==> src/rtl/hls_seq_pkg.sv <==
// Shared types for the HLS run sequencer: FSM state encoding and result status codes.
package hls_seq_pkg;

  localparam int unsigned StatusW = 2;

  typedef enum logic [2:0] {
    ST_IDLE,
    ST_DRST,
    ST_START,
    ST_WAIT,
    ST_REPORT
  } seq_state_e;

  typedef enum logic [StatusW-1:0] {
    STAT_OK      = 2'b00,
    STAT_TIMEOUT = 2'b01,
    STAT_ABORTED = 2'b10
  } seq_status_e;

endpackage

==> src/rtl/hls_seq_result_fifo.sv <==
// Shift-register result FIFO: the head always lives in entry 0 so the read side is
// driven straight from flops. Push while full is accepted when a pop happens the same cycle.
module hls_seq_result_fifo #(
  parameter int unsigned WIDTH = 34,
  parameter int unsigned DEPTH = 8
) (
  input  logic             clk,
  input  logic             rst_n,
  input  logic             push_i,
  input  logic [WIDTH-1:0] wdata_i,
  output logic             wr_ready_c,
  output logic             rvalid_o,
  input  logic             rready_i,
  output logic [WIDTH-1:0] rdata_o
);

  localparam int unsigned CntW = $clog2(DEPTH + 1);
  localparam int unsigned IdxW = $clog2(DEPTH);

  logic [CntW-1:0]  count_q, count_d;
  logic [WIDTH-1:0] mem_q [DEPTH];
  logic             valid_q;
  logic             pop;
  logic             push;
  logic [IdxW-1:0]  wr_idx;

  assign pop        = valid_q & rready_i;
  assign wr_ready_c = (count_q != CntW'(DEPTH)) || pop;
  assign push       = push_i & wr_ready_c;
  // Write slot moves down by one when the head is leaving in the same cycle.
  assign wr_idx     = IdxW'(count_q - CntW'(pop));

  always_comb begin
    count_d = count_q;
    if (push && !pop) begin
      count_d = count_q + CntW'(1);
    end else if (!push && pop) begin
      count_d = count_q - CntW'(1);
    end
  end

  always_ff @(posedge clk) begin
    if (!rst_n) begin
      count_q <= '0;
      valid_q <= 1'b0;
      for (int unsigned i = 0; i < DEPTH; i++) begin
        mem_q[i] <= '0;
      end
    end else begin
      count_q <= count_d;
      valid_q <= (count_d != '0);
      if (pop) begin
        for (int unsigned i = 0; i + 1 < DEPTH; i++) begin
          mem_q[i] <= mem_q[i+1];
        end
      end
      if (push) begin
        mem_q[wr_idx] <= wdata_i;
      end
    end
  end

  assign rvalid_o = valid_q;
  assign rdata_o  = mem_q[0];

endmodule

==> src/rtl/hls_run_sequencer.sv <==
// Batch sequencer for an HLS accelerator: reset, start, time and report each run.
// Optional watchdog enabled by defining HLS_SEQ_TIMEOUT_EN.
module hls_run_sequencer #(
  parameter int unsigned CNT_W      = 32,
  parameter int unsigned RUNS_W     = 8,
  parameter int unsigned FIFO_DEPTH = 8,
  parameter int unsigned TIMEOUT    = 200000000,
  parameter int unsigned RST_CYCLES = 2
) (
  input  logic              clock,
  input  logic              reset,
  input  logic              cmd_valid,
  output logic              cmd_ready,
  input  logic [RUNS_W-1:0] cmd_runs,
  input  logic              abort,
  output logic              dut_reset,
  output logic              start_port,
  input  logic              done_port,
  output logic              res_valid,
  input  logic              res_ready,
  output logic [CNT_W-1:0]  res_cycles,
  output logic [1:0]        res_status,
  output logic              busy,
  output logic [RUNS_W-1:0] runs_left
);

  import hls_seq_pkg::*;

  localparam int unsigned ResW = CNT_W + StatusW;
  localparam int unsigned RstW = (RST_CYCLES > 1) ? $clog2(RST_CYCLES) : 1;
  localparam logic [CNT_W-1:0] TmoCnt = CNT_W'(TIMEOUT);

  seq_state_e        state_q, state_d;
  logic [RUNS_W-1:0] runs_q, runs_d;
  logic [CNT_W-1:0]  cnt_q, cnt_d, cnt_inc;
  logic [RstW-1:0]   rcnt_q, rcnt_d;
  logic              last_q, last_d;
  logic [CNT_W-1:0]  rcyc_q, rcyc_d;
  seq_status_e       rstat_q, rstat_d;
  logic              ready_q, busy_q, drst_n_q, start_q;

  logic              push;
  logic              push_ok;
  logic [ResW-1:0]   fifo_rdata;

  assign cnt_inc = (cnt_q == '1) ? cnt_q : cnt_q + CNT_W'(1);
  assign push    = (state_q == ST_REPORT);

  always_comb begin
    state_d = state_q;
    runs_d  = runs_q;
    cnt_d   = cnt_q;
    rcnt_d  = rcnt_q;
    last_d  = last_q;
    rcyc_d  = rcyc_q;
    rstat_d = rstat_q;
    unique case (state_q)
      ST_IDLE: begin
        if (cmd_valid && ready_q && (cmd_runs != '0)) begin
          runs_d  = cmd_runs;
          last_d  = 1'b0;
          rcnt_d  = '0;
          cnt_d   = '0;
          state_d = ST_DRST;
        end
      end
      ST_DRST: begin
        if (abort) begin
          rcyc_d  = cnt_q;
          rstat_d = STAT_ABORTED;
          runs_d  = '0;
          last_d  = 1'b1;
          state_d = ST_REPORT;
        end else if (rcnt_q == RstW'(RST_CYCLES - 1)) begin
          state_d = ST_START;
        end else begin
          rcnt_d = rcnt_q + RstW'(1);
        end
      end
      ST_START: begin
        cnt_d = CNT_W'(1);
        if (abort) begin
          rcyc_d  = CNT_W'(1);
          rstat_d = STAT_ABORTED;
          runs_d  = '0;
          last_d  = 1'b1;
          state_d = ST_REPORT;
        end else if (done_port) begin
          rcyc_d  = CNT_W'(1);
          rstat_d = STAT_OK;
          state_d = ST_REPORT;
        end else begin
          state_d = ST_WAIT;
        end
      end
      ST_WAIT: begin
        if (abort) begin
          rcyc_d  = cnt_q;
          rstat_d = STAT_ABORTED;
          runs_d  = '0;
          last_d  = 1'b1;
          state_d = ST_REPORT;
        end else if (done_port) begin
          rcyc_d  = cnt_q;
          rstat_d = STAT_OK;
          state_d = ST_REPORT;
`ifdef HLS_SEQ_TIMEOUT_EN
        end else if (cnt_q == TmoCnt) begin
          rcyc_d  = TmoCnt;
          rstat_d = STAT_TIMEOUT;
          runs_d  = '0;
          last_d  = 1'b1;
          state_d = ST_REPORT;
`endif
        end else begin
          cnt_d = cnt_inc;
        end
      end
      ST_REPORT: begin
        // An abort here only truncates the batch; the pending result still goes out.
        if (abort) begin
          last_d = 1'b1;
        end
        if (push_ok) begin
          if (last_q || abort || (runs_q <= RUNS_W'(1))) begin
            runs_d  = '0;
            state_d = ST_IDLE;
          end else begin
            runs_d  = runs_q - RUNS_W'(1);
            rcnt_d  = '0;
            cnt_d   = '0;
            state_d = ST_DRST;
          end
        end
      end
      default: state_d = ST_IDLE;
    endcase
  end

  // Control outputs are registered decodes of the next state so they align with state_q.
  always_ff @(posedge clock) begin
    if (!reset) begin
      state_q  <= ST_IDLE;
      runs_q   <= '0;
      cnt_q    <= '0;
      rcnt_q   <= '0;
      last_q   <= 1'b0;
      rcyc_q   <= '0;
      rstat_q  <= STAT_OK;
      ready_q  <= 1'b0;
      busy_q   <= 1'b0;
      drst_n_q <= 1'b0;
      start_q  <= 1'b0;
    end else begin
      state_q  <= state_d;
      runs_q   <= runs_d;
      cnt_q    <= cnt_d;
      rcnt_q   <= rcnt_d;
      last_q   <= last_d;
      rcyc_q   <= rcyc_d;
      rstat_q  <= rstat_d;
      ready_q  <= (state_d == ST_IDLE);
      busy_q   <= (state_d != ST_IDLE);
      drst_n_q <= (state_d != ST_DRST);
      start_q  <= (state_d == ST_START);
    end
  end

`ifndef HLS_SEQ_TIMEOUT_EN
  logic unused_timeout;
  assign unused_timeout = ^TmoCnt;
`endif

  logic fifo_wr_ready;

  hls_seq_result_fifo #(
    .WIDTH (ResW),
    .DEPTH (FIFO_DEPTH)
  ) u_result_fifo (
    .clk        (clock),
    .rst_n      (reset),
    .push_i     (push),
    .wdata_i    ({rstat_q, rcyc_q}),
    .wr_ready_c (fifo_wr_ready),
    .rvalid_o   (res_valid),
    .rready_i   (res_ready),
    .rdata_o    (fifo_rdata)
  );

  assign push_ok    = push & fifo_wr_ready;
  assign res_cycles = fifo_rdata[CNT_W-1:0];
  assign res_status = fifo_rdata[ResW-1 -: StatusW];
  assign cmd_ready  = ready_q;
  assign busy       = busy_q;
  assign dut_reset  = drst_n_q;
  assign start_port = start_q;
  assign runs_left  = runs_q;

endmodule
==> config.mk <==
export PLATFORM = sky130hd
export DESIGN_NAME = hls_run_sequencer
export DESIGN_NICKNAME = d
export VERILOG_FILES = /design/src/rtl/hls_seq_pkg.sv /design/src/rtl/hls_seq_result_fifo.sv /design/src/rtl/hls_run_sequencer.sv
export SDC_FILE = /design/constraint.sdc
export NUM_CORES = 1
export LEC_CHECK = 0
export ABC_AREA = 1
export CORE_ASPECT_RATIO = 0.6
export CORE_MARGIN = 4
export CORE_UTILIZATION = 55
export DETAILED_ROUTE_END_ITERATION = 8
export GPL_ROUTABILITY_DRIVEN = 1
export PLACE_DENSITY = 0.71
export REMOVE_ABC_BUFFERS = 1
export SLEW_MARGIN = 10
export SYNTH_ARGS = -nofsm -noshare
export SYNTH_HDL_FRONTEND = slang
export SYNTH_SLANG_ARGS = --single-unit
==> constraint.sdc <==
create_clock -name clock -period 6.8 [get_ports clock]
set_input_delay 1.36 -clock clock [delete_from_list [all_inputs] [get_ports clock]]
set_output_delay 1.36 -clock clock [all_outputs]
set_load 0.05 [all_outputs]
After elaboration in Yosys (flattened, before gate mapping)
Memories as Yosys holds them, arrays and structs flattened. Cells that the tools add are included.

Reduce and logical (&&, ||, !) cells: 30. Bitwise logic cells: 9. Equal/unequal tests: 21. Order comparisons: 1. Multiplexer cells: 59. $add $sub $neg: 6.

Operators by type and width (number): $mux 32 (11); $mux 34 (8); $pmux 32 s4 (1); $pmux 32 s3 (1); $reduce_or 34->1 (1); $add 32x1->32 const B (1); $eq 32x32->1 const B (1); $mux 8 (4); $mux 3 (9); $pmux 8 s3 (1); $ne 2x2->1 const B (8); $mux 1 (15); $pmux 3 s5 (1); $reduce_bool 3->1 (4); $eq 3x2->1 const B (3); $le 8x1->1 const B (1); $mux 4 (2); $reduce_and 4->1 (2); $reduce_bool 4->1 (2); $reduce_bool 8->1 (1); $sub 8x1->8 const B (1); $or 1x1->1 (7); $reduce_and 7->1 (1); $logic_not 3->1 (2); other kinds (24) (38).

Memories kept: 1. Flip-flop bits (word level): 88. Output and inout port bits: 47. Input bits: 14. Word-level logic and storage cells: 140. RAM bits: 272.

Memories: u_result_fifo.mem_q (words 8, width 34, read ports 8, clocked after Yosys merged registers in 0, wr ports 8, RTL line hls_seq_result_fifo.sv:21) `logic [WIDTH-1:0] mem_q [DEPTH];`.

Logic depth before layout (Yosys ltp)
Word-level depth: 8. Depth in mapped cells: 13. Depth with buffers taken out: 12.

By module
Synthesis repeated with hierarchy kept, for this count alone.

Cell total of the unflattened synthesis: 1981. Area, all modules: 16942.5 µm².

By module, submodules not included: hls_seq_result_fifo (seq. area each 7927.6 µm², cells each 1268, times used 1, area each 12381.9 µm²); hls_run_sequencer (seq. area each 1641.6 µm², cells each 713, times used 1, area each 4560.6 µm²).

Least setup slack after synthesis
Ideal clock, no wire load.

Kind: input to register. From: input port res_ready. To: memory u_result_fifo.mem_q[0][0], enable pin. Setup time: 0.392 ns. Buffers on the path: 1. Data arrival time: 3.560 ns. Setup slack: 2.848 ns. Data required time: 6.408 ns. Stages on the path: 11. Path through: nand2_1 inv_1 ha_1 ha_1 or2_1 nand2_1 inv_1 nor2_1 nand2_1 clkbuf_1 nand2_1.

RTL lines: start, declared (RTL line hls_run_sequencer.sv:20) `input logic res_ready,`; end, declared (RTL line hls_seq_result_fifo.sv:21).

==> results.cfg <==
[clock_network]
cts_buffer_depth = 3
cts_buffers = 34
cts.htree.levels = 2
cts_resized = 0
holdBufCountCts = 0
cts_tree = done
worst_skew_pair.late_latency_ps = 520
root_buffer = clkbuf_16
clkSinkCount = 359
clkTransAtPathRegs_ps = 60
post_cts_buffers = 0

[grt]
grt_pass1_wl_mm = 64.3
grt_max_degree = 91
grt-ovfl-total = 0
grt_antenna_before_repair = 0
grt_use_total = 0.248
grt_pass1_vias = 11765

[die]
die_y_um = 141
die_x_um = 229
fp.coreArea_sq_um = 28800
row_count = 48
die-area_sq_um = 32200
ios = 61
initial_utilization = 0.560

[pwr]
p_comb_frac = 0.203
p_sw_mw = 1.87
report.power.total_mw = 5.95
ir_drop_uv = 190
intPower_mw = 4.09
power_density_nw_per_um2 = 332
p_seq_frac = 0.475
p_sw_frac = 0.314
cellLeakagePower_nw = 6.02
clkPwrFrac = 0.321

[logic_synthesis]
synth_top_area_frac = 0.444
yosysMostFrequentCell = nand2_1
ys_dominant_reg_cell = edfxtp_1
yosysWarnings = 0
synth_top_area_cell = edfxtp_1
synthCells = 1766
ys_ff_latch = 359
ys_seq_area_frac = 0.594
synth-edff-count = 238
synthDistinctLibCells = 38
synth_area_leaders = edfxtp_1 44%, dfxtp_1 15%, o21ai_0 8.7%
netlist_top_cells_count = 324 x nand2_1, 280 x o21ai_0, 255 x nand3_1, 238 x edfxtp_1, 155 x nor2_1
synth_area_sq_um = 16100
async_reset_ff_frac = 0
postSynthAreaPerCell_sq_um = 9.12

[sta]
rsz0062_at_grt = no
timing.fmax_mhz = 222
max-slew-margin-rel = 0.245
period_share = 0.663
skew_ps = 17.3
fin_crit_ps = 4510
setup_ws_ps = 2290
hold_viol_final = 0
finalSetupViolCount = 0
tightest_slew_ps = 1130
report.final.slew_viol_count = 0

[layout]
layout.cells.non_filler = 2176
syn_to_final_growth_pct = 11.3
final_util = 0.623
layout.nets = 1796
drive_above_1_share = 0.0539
diodes = 0

[worst_hold_path]
hold_class = reg -> reg

[route]
firstDrtPassIters = 6
vias_per_cell = 5.78
vias = 12568
wirelength_mm = 39.9
ant_nets = 0
route.detailed.drc = 0
wire_per_inst_um = 18.4
drt-initial-drc-count = 1357

[status]
status = completed

[job]
cap_violations = 0

[placed_design]
pre_cts_ws_ps = 1710
dp_hpwl_mm = 27.7
dp_cells = 2114
io_buffers = 60
place.gp.congestion = 0.979

[critical_path]
crit_path_start_kind = primary input
arrival_ps = 4730
cp-end-kind = flip-flop
critPathKind = in -> reg
required_ps = 7020
crit_fanout = 68
==> cell usage in the layout, fill, tap and decap left out, types with 3 or more instances in the layout <==
cell             instances
nand2_1                321
o21ai_0                280
nand3_1                255
edfxtp_1               238
nor2_1                 153
dfxtp_1                121
inv_1                   99
o21ai_1                 62
clkdlybuf4s50_1         59
a21oi_1                 50
clkbuf_16               37
buf_4                   22
clkbuf_1                10
xor2_1                   8
nor3_1                   8
nand2_2                  7
nor2_2                   7
ha_1                     7
and3_1                   6
clkinv_1                 6
nand4_1                  5
nor2_4                   4
xnor2_1                  4
inv_2                    3
clkbuf_8                 3
clkinv_2                 3
==> power groups by stage <==
stage                     clock network (mW)  registers, mW  logic [mW]
after floorplan                            0           3.03       0.593
after global placement                     0           2.87        1.19
after detailed placement                   0           2.88        1.20
after CTS                               1.94           2.83        1.21
after global routing                    2.04           2.86        1.33
final                                   1.91           2.83        1.21
==> sequential cells by signal (all words and copies together) (netlist names) <==
| signal | count |
|---|---|
| busy | 1 |
| cmd_ready | 1 |
| cnt_q | 32 |
| dut_reset | 1 |
| last_q | 1 |
| rcnt_q | 1 |
| rcyc_q | 32 |
| rstat_q | 1 |
| runs_left | 8 |
| start_port | 1 |
| state_q | 3 |
| u_result_fifo.count_q | 4 |
| u_result_fifo.mem_q | 272 |
| u_result_fifo.rvalid_o | 1 |
==> per-layer routing <==
metal / GRT usage / routed length [um] / vias up / part of all wire
met5: 0 / 0 / - / 0
li1: - / - / 6110 / -
met2: 0.353 / 16300 / 414 / 0.41
met4: 0.0486 / 614 / 0 / 0.015
met1: 0.384 / 19400 / 5991 / 0.49
met3: 0.0667 / 3590 / 53 / 0.090
==> worst paths after layout <==
| kind | from | endpoint | slack (ps) | cells past startpoint |
|---|---|---|---|---|
| setup reg to reg | u_result_fifo.rvalid_o | u_result_fifo.mem_q[1][16] | 3200 | 12 |
| hold reg to reg | u_result_fifo.mem_q[7][32] | u_result_fifo.mem_q[7][32] | 450 | 2 |
| hold / removal | u_result_fifo.mem_q[7][32] | u_result_fifo.mem_q[7][32] | 450 | 2 |
| setup / recovery | res_ready | u_result_fifo.mem_q[1][16] | 2290 | 13 |
==> worst max-delay path: stages <==
cell and delay (ps):
clkdlybuf4s50_1 400, nand2_1 180, inv_1 150, ha_1 210, ha_1 190, or2_1 220
nand2_1 160, inv_1 90, nor2_1 180, nand2_2 80, buf_4 300, nand2_1 830
buf_4 360
==> cell type report <==
type / count / area (sq um)
fill: 2403 / 10800
sequential: 359 / 9570
multi-input combinational: 1195 / 5610
clock buffer: 50 / 1000
timing repair buffer: 83 / 781
tap: 375 / 469
inverter: 102 / 383
clock inverter: 12 / 105
==> logic make-up (layout without fill, tap and decap cells) <==
logic type	Yosys count	count (layout)	share of synthesized area
simple gates	774	774	0.209
compound gates	402	402	0.126
flops	359	359	0.594
buf+inv	212	247	0.0585
xor+xnor	12	12	0.00652
fa+ha+maj	7	7	0.00544
==> per-stage QoR <==
| step | TNS (ps) | hold slack (ps) | cell area [sq um] |
|---|---|---|---|
| global route | 0 | 482 | 17900 |
| global placement | 0 | 431 | 16800 |
| detailed placement | 0 | 441 | 16800 |
| finish | 0 | 451 | 17900 |
| CTS | 0 | 452 | 17900 |
| floorplan | -345020 | 422 | 15500 |
Note: power is estimated with default switching activity, not from simulation.
